`config.mk`:
```
export PLATFORM = sky130hd
export DESIGN_NAME = lockout_guard
export DESIGN_NICKNAME = d
export VERILOG_FILES = /design/src/rtl/lockout_pkg.sv /design/src/rtl/lockout_guard_rise_edge.sv /design/src/rtl/lockout_guard.sv
export SDC_FILE = /design/constraint.sdc
export NUM_CORES = 1
export LEC_CHECK = 0
export BUFFER_PORTS_ARGS = -buffer_cell sky130_fd_sc_hd__buf_2
export CAP_MARGIN = 10
export CORE_MARGIN = 2
export CORE_UTILIZATION = 45
export DETAILED_ROUTE_END_ITERATION = 6
export PLACE_DENSITY = 0.66
export SLEW_MARGIN = 20
export SYNTH_ARGS = -nofsm -noshare
export SYNTH_HDL_FRONTEND = slang
export SYNTH_SLANG_ARGS = --single-unit
```
`constraint.sdc`:
```
create_clock -name clk -period 3.5 [get_ports clk]
set_input_delay 0.875 -clock clk [delete_from_list [all_inputs] [get_ports clk]]
set_output_delay 0.875 -clock clk [all_outputs]
set_load 0.005 [all_outputs]
```
`src/rtl/lockout_pkg.sv`:
```
// Shared definitions for the lockout guard.
// Contents:
//    ST_IDLE / ST_COUNTING / ST_LOCKED  state encoding of the guard FSM
//    ESC_MAX                            highest escalation level
//    sat_shift()                        base << sh, clamped to max_val
// Optional feature macro used by the guard: LOCKOUT_ESCALATE_EN.
package lockout_pkg;

   localparam logic [1:0] ST_IDLE     = 2'd0;
   localparam logic [1:0] ST_COUNTING = 2'd1;
   localparam logic [1:0] ST_LOCKED   = 2'd2;

   localparam logic [1:0] ESC_MAX = 2'd3;

   // Lockout length for a given escalation level. 16 bits is enough for
   // any legal LOCK_SEC (<= 63) shifted by up to 3; the caller truncates
   // to its counter width after the clamp.
   function automatic logic [15:0] sat_shift(input logic [15:0] base,
                                             input logic [1:0]  sh,
                                             input logic [15:0] max_val);
      logic [15:0] v;
      v = base << sh;
      return (v > max_val) ? max_val : v;
   endfunction

endpackage

```
`src/rtl/lockout_guard_rise_edge.sv`:
```
// Registered rising-edge detector.
// Ports:
//    clk    in   system clock
//    rst    in   asynchronous active-low reset
//    lvl    in   level to watch
//    rise   out  one-clk pulse, one cycle after lvl goes 0 -> 1
// A level held high for any number of cycles gives exactly one pulse.
module rise_edge (
   input  logic clk,
   input  logic rst,
   input  logic lvl,
   output logic rise
);

   logic prev_q;

   always_ff @(posedge clk or negedge rst) begin
      if (!rst) begin
         prev_q <= 1'b0;
         rise   <= 1'b0;
      end else begin
         prev_q <= lvl;
         rise   <= lvl & ~prev_q;
      end
   end

endmodule

```
`src/rtl/lockout_guard.sv`:
```
// Brute-force guard between the password-compare FSM and the
// indicator/countdown stages. Counts consecutive failed entries; after
// MAX_FAILS failures it locks the keypad out for a timed number of seconds.
// Optional feature: define LOCKOUT_ESCALATE_EN to double the lockout length
// on each consecutive lockout (clamped to 2^SEC_W-1, at most 3 doublings).
// Ports:
//    clk         in   system clock
//    rst         in   asynchronous active-low reset
//    tick_1hz    in   one-clk enable, once per second
//    pass_lvl    in   FSM "password matched" level
//    fail_lvl    in   FSM "password mismatched" level
//    admin_clr   in   synchronous clear, overrides everything else
//    key_block   out  suppress keypad enable into the FSM
//    locked      out  high while locked out
//    fail_cnt    out  consecutive-failure count
//    remain_sec  out  lockout seconds remaining, 0 when not locked
//    lock_pulse  out  one-clk strobe on lockout entry
//    state_dbg   out  current FSM state (lockout_pkg encoding)
// Handshake note: there is no valid/ready pair; pass/fail are levels whose
// rising edges are events, tick_1hz and admin_clr are sampled every clock.
module lockout_guard
   import lockout_pkg::*;
#(
   parameter int MAX_FAILS = 3,
   parameter int LOCK_SEC  = 30,
   parameter int SEC_W     = 6
) (
   input  logic             clk,
   input  logic             rst,
   input  logic             tick_1hz,
   input  logic             pass_lvl,
   input  logic             fail_lvl,
   input  logic             admin_clr,
   output logic             key_block,
   output logic             locked,
   output logic [3:0]       fail_cnt,
   output logic [SEC_W-1:0] remain_sec,
   output logic             lock_pulse,
   output logic [1:0]       state_dbg
);

   localparam logic [3:0]  MAX_CNT  = 4'(MAX_FAILS);
   localparam logic [15:0] BASE_LEN = 16'(LOCK_SEC);
   localparam logic [15:0] SEC_MAX  = 16'((1 << SEC_W) - 1);

   logic pass_rise, fail_rise;

   rise_edge u_pass_edge (
      .clk  (clk),
      .rst  (rst),
      .lvl  (pass_lvl),
      .rise (pass_rise)
   );

   rise_edge u_fail_edge (
      .clk  (clk),
      .rst  (rst),
      .lvl  (fail_lvl),
      .rise (fail_rise)
   );

   logic [1:0]       state_q, state_d;
   logic [3:0]       cnt_q, cnt_d;
   logic [SEC_W-1:0] remain_q, remain_d;
   logic             pulse_q, pulse_d;
   logic [3:0]       cnt_inc;
   logic [15:0]      len_full;
   logic [SEC_W-1:0] lock_len;

`ifdef LOCKOUT_ESCALATE_EN
   logic [1:0] esc_q, esc_d;
   assign len_full = sat_shift(BASE_LEN, esc_q, SEC_MAX);
`else
   assign len_full = sat_shift(BASE_LEN, 2'd0, SEC_MAX);
`endif

   assign lock_len = len_full[SEC_W-1:0];
   assign cnt_inc  = cnt_q + 4'd1;

   // State register
   always_ff @(posedge clk or negedge rst) begin
      if (!rst) begin
         state_q  <= ST_IDLE;
         cnt_q    <= '0;
         remain_q <= '0;
         pulse_q  <= 1'b0;
`ifdef LOCKOUT_ESCALATE_EN
         esc_q    <= '0;
`endif
      end else begin
         state_q  <= state_d;
         cnt_q    <= cnt_d;
         remain_q <= remain_d;
         pulse_q  <= pulse_d;
`ifdef LOCKOUT_ESCALATE_EN
         esc_q    <= esc_d;
`endif
      end
   end

   // Next-state logic: priority is admin_clr, then lockout countdown, then
   // fail edge, then pass edge (a simultaneous pass is dropped).
   always_comb begin
      state_d  = state_q;
      cnt_d    = cnt_q;
      remain_d = remain_q;
      pulse_d  = 1'b0;
`ifdef LOCKOUT_ESCALATE_EN
      esc_d    = esc_q;
`endif
      if (admin_clr) begin
         state_d  = ST_IDLE;
         cnt_d    = '0;
         remain_d = '0;
`ifdef LOCKOUT_ESCALATE_EN
         esc_d    = '0;
`endif
      end else begin
         case (state_q)
            ST_LOCKED: begin
               // Edges are ignored here; only the seconds tick matters.
               if (tick_1hz && (remain_q != '0)) begin
                  remain_d = remain_q - 1'b1;
                  if (remain_q == SEC_W'(1)) begin
                     state_d = ST_IDLE;
                     cnt_d   = '0;
                  end
               end
            end
            default: begin
               if (fail_rise) begin
                  if (cnt_inc == MAX_CNT) begin
                     // A tick in this same cycle is deliberately not applied.
                     state_d  = ST_LOCKED;
                     cnt_d    = MAX_CNT;
                     remain_d = lock_len;
                     pulse_d  = 1'b1;
`ifdef LOCKOUT_ESCALATE_EN
                     if (esc_q != ESC_MAX) esc_d = esc_q + 2'd1;
`endif
                  end else begin
                     state_d = ST_COUNTING;
                     cnt_d   = cnt_inc;
                  end
               end else if (pass_rise) begin
                  state_d = ST_IDLE;
                  cnt_d   = '0;
`ifdef LOCKOUT_ESCALATE_EN
                  esc_d   = '0;
`endif
               end
            end
         endcase
      end
   end

   // Outputs are taken straight from registers.
   always_comb begin
      key_block  = (state_q == ST_LOCKED);
      locked     = (state_q == ST_LOCKED);
      fail_cnt   = cnt_q;
      remain_sec = remain_q;
      lock_pulse = pulse_q;
      state_dbg  = state_q;
   end

endmodule

```
==> impl_metrics.ini <==
[status]
status = complete, no violations

[synthesis]
synth_nets = 101
ys_seq_elements = 17
synthCells = 91
synthDistinctLibCells = 35
postSynthAreaPerCell_um2 = 10.0
synthTopCellsByArea = dfrtp_1, ha_1, a21oi_1
synth.top_cell.area_share = 0.466
yosysTopAreaCell = dfrtp_1
synth-warning-count = 0
seq_area_frac_synth = 0.466
netlist_area_um2 = 912

[final_layout]
area_growth_pct = 16.3
finalNetCount = 124
diodes = 0
instances_no_fill = 140
drive_gt1_frac = 0.274

[timing]
final_max_slew_viol_count = 0
period_needed_ns = 2.04
clock_skew_ns = 0.00173
setup_viol = 0
slew_headroom = 0.659
rsz0062_at_grt = false
hold_violations = 0
tns_ns = 0
worst_slew_pin_slew_ns = 0.511
fmax_ghz = 0.491
post-route-period-util = 0.582

[power]
vdd_drop_max_mv = 0.204
p_per_area_nw_per_um2 = 338
total_power_uw = 359
p_leak_nw = 0.523

[global_routing]
grt_pass1_wl_um = 3150
grt_pass1_vias = 699
overflow = 0
grt_max_degree = 18
track_usage = 0.169
grt_antenna_before_repair = 0

[die]
die-area_um2 = 2400
fp.coreArea_um2 = 1940
num_rows = 16
ios = 21
chipWidth_um = 49.0
die_h_um = 49.0
start_util = 0.470

[detailed_routing]
firstDrtPassIters = 4
viasPerCell = 5.52
ant_nets = 0
drc_errors = 0
drt_iter0_drc = 11
routedWlPerCell_um = 13.0
drt-total-wl_um = 1820
vias = 773

[clock_network]
ctsResizeCount = 0
clock_latency_ns = 0.28
cts_tree = built
cts_max_path_buffers = 2
cts.sinks = 17
ctsRootBufferMaster = clkbuf_4
post_cts_buffers = 0
cts_inserted_buffers = 3
h-tree-depth = 1
cts_hold_buf = 0
path_clk_slew_ns = 0.09

[run]
max_cap_violations = 0

[setup_path]
startpoint_type = flip-flop
path_max_fanout = 7
cp.arrival_ns = 2.25
critical_path_class = flip-flop to flip-flop
r2r_cells = 6
rrSetupSlack_ns = 1.46
worstPathRequired_ns = 3.71
endpoint_kind = flip-flop

[hold_path]
whs_path_depth = 1
hold_class = flip-flop to flip-flop

[placed_design]
place_congestion = 0.841
numPortBuffers = 20
hpwlAfterDp_um = 1330
placed_cells_incl_taps = 136
## power by group
group | total (mW) | switching, mW | internal (mW) | leakage [nW]
Combinational | 0.0424 | 0.0235 | 0.0190 | 0.287
Sequential | 0.214 | 0.00939 | 0.204 | 0.221
Clock | 0.103 | 0.0585 | 0.0442 | 0.0150
## per-layer routing
metal  vias to the layer above  track usage  share of wire
li1                        375            -              -
met1                       378        0.242           0.50
met2                        18        0.253           0.44
met3                         2       0.0368          0.046
met4                         0       0.0571         0.0071
met5                         -            0              0
## sequential cells by signal (all words and copies together) (netlist names)
signal and flops:
fail_cnt 4, state_dbg 2, u_pass_edge.rise 1, u_fail_edge.rise 1, lock_pulse 1, u_fail_edge.prev_q 1
remain_sec 6, u_pass_edge.prev_q 1
## synthesized netlist by cell type
master / instances
dfrtp_1: 17
or3b_1: 1
ha_1: 4
inv_1: 7
nand2b_4: 1
a31oi_1: 3
a21oi_1: 6
o22a_1: 1
o2bb2ai_1: 1
nor2_1: 7
nor3_2: 1
nor2b_1: 2
o31ai_1: 1
o21ai_2: 1
a31o_2: 2
inv_4: 1
nand2b_1: 1
o32ai_1: 2
a211oi_2: 1
clkbuf_1: 1
nor3b_1: 3
a21o_1: 2
nand3_1: 2
or3_1: 1
a2bb2oi_1: 2
buf_4: 1
a22o_1: 2
nor3_1: 1
and2_1: 2
or4b_4: 1
o21ai_0: 4
nand2_1: 6
nor4b_1: 1
nand4_1: 1
nand3b_1: 1
## critical path, stage by stage, from the launching register on
cell	delay (ns)
dfrtp_1	0.44
inv_1	0.08
ha_1	0.20
nor3b_1	0.41
a211oi_2	0.22
nor3_2	0.38
a2bb2oi_1	0.23
## worst paths after layout
path                                              startpoint                    endpoint
worst max-delay path               remain_sec[0]$_DFFE_PN0P_   remain_sec[3]$_DFFE_PN0P_
worst min-delay path            u_pass_edge.prev_q$_DFF_PN0_  u_pass_edge.rise$_DFF_PN0_
worst max register to register     remain_sec[0]$_DFFE_PN0P_   remain_sec[3]$_DFFE_PN0P_
worst min register to register  u_pass_edge.prev_q$_DFF_PN0_  u_pass_edge.rise$_DFF_PN0_
max in group asynchronous                                rst   remain_sec[3]$_DFFE_PN0P_
min in group asynchronous                                rst   remain_sec[0]$_DFFE_PN0P_
## cell type report
cell class	count	area [um2]
inverters	8	32.5
repair buffers	20	100
flip-flops and latches	17	425
clock buffers	4	26.3
multi-input cells	64	443
fillers	194	881
well taps	27	33.8
## cell families after synthesis
| kind of cell | synth area share |
|---|---|
| AND/OR/NAND/NOR | 0.211 |
| AO/OA/AOI/OAI | 0.219 |
| flip-flops | 0.466 |
| buffers and inverters | 0.0480 |
| adder cells (fa/ha/maj) | 0.0549 |
## stage by stage
step,hold slack (ns),setup WS [ns],area [um2],utilization
finish,0.405,1.46,1060,0.546
detailed placement,0.397,1.48,1030,0.533
floorplan,0.378,1.70,912,-
global placement,0.386,1.50,1030,0.533
global route,0.420,1.23,1060,0.546
CTS,0.412,1.48,1060,0.546
## placed cells by master, fill, tap and decap left out
cell | synthesis | layout
nor2_1 | 7 | 7
and2_1 | 2 | 2
nor4b_1 | 1 | 1
a211oi_2 | 1 | 1
ha_1 | 4 | 4
nand3_1 | 2 | 2
a2bb2oi_1 | 2 | 2
a31o_2 | 2 | 2
o2bb2ai_1 | 1 | 1
nand2_1 | 6 | 6
a31oi_1 | 3 | 3
o32ai_1 | 2 | 2
o31ai_1 | 1 | 1
dfrtp_1 | 17 | 17
or3b_1 | 1 | 1
a22o_1 | 2 | 2
or3_1 | 1 | 1
a21oi_1 | 6 | 6
nor3_2 | 1 | 1
nor3_1 | 1 | 1
buf_2 | 0 | 20
clkbuf_1 | 1 | 1
nor3b_1 | 3 | 3
nand3b_1 | 1 | 1
or4b_4 | 1 | 1
a21o_1 | 2 | 2
o21ai_2 | 1 | 1
nand2b_1 | 1 | 1
inv_1 | 7 | 7
inv_4 | 1 | 1
nor2b_1 | 2 | 2
clkbuf_4 | 0 | 3
o22a_1 | 1 | 1
nand2b_4 | 1 | 1
nand4_1 | 1 | 1
o21ai_0 | 4 | 4
No activity file was read; power rests on OpenSTA's default activity.
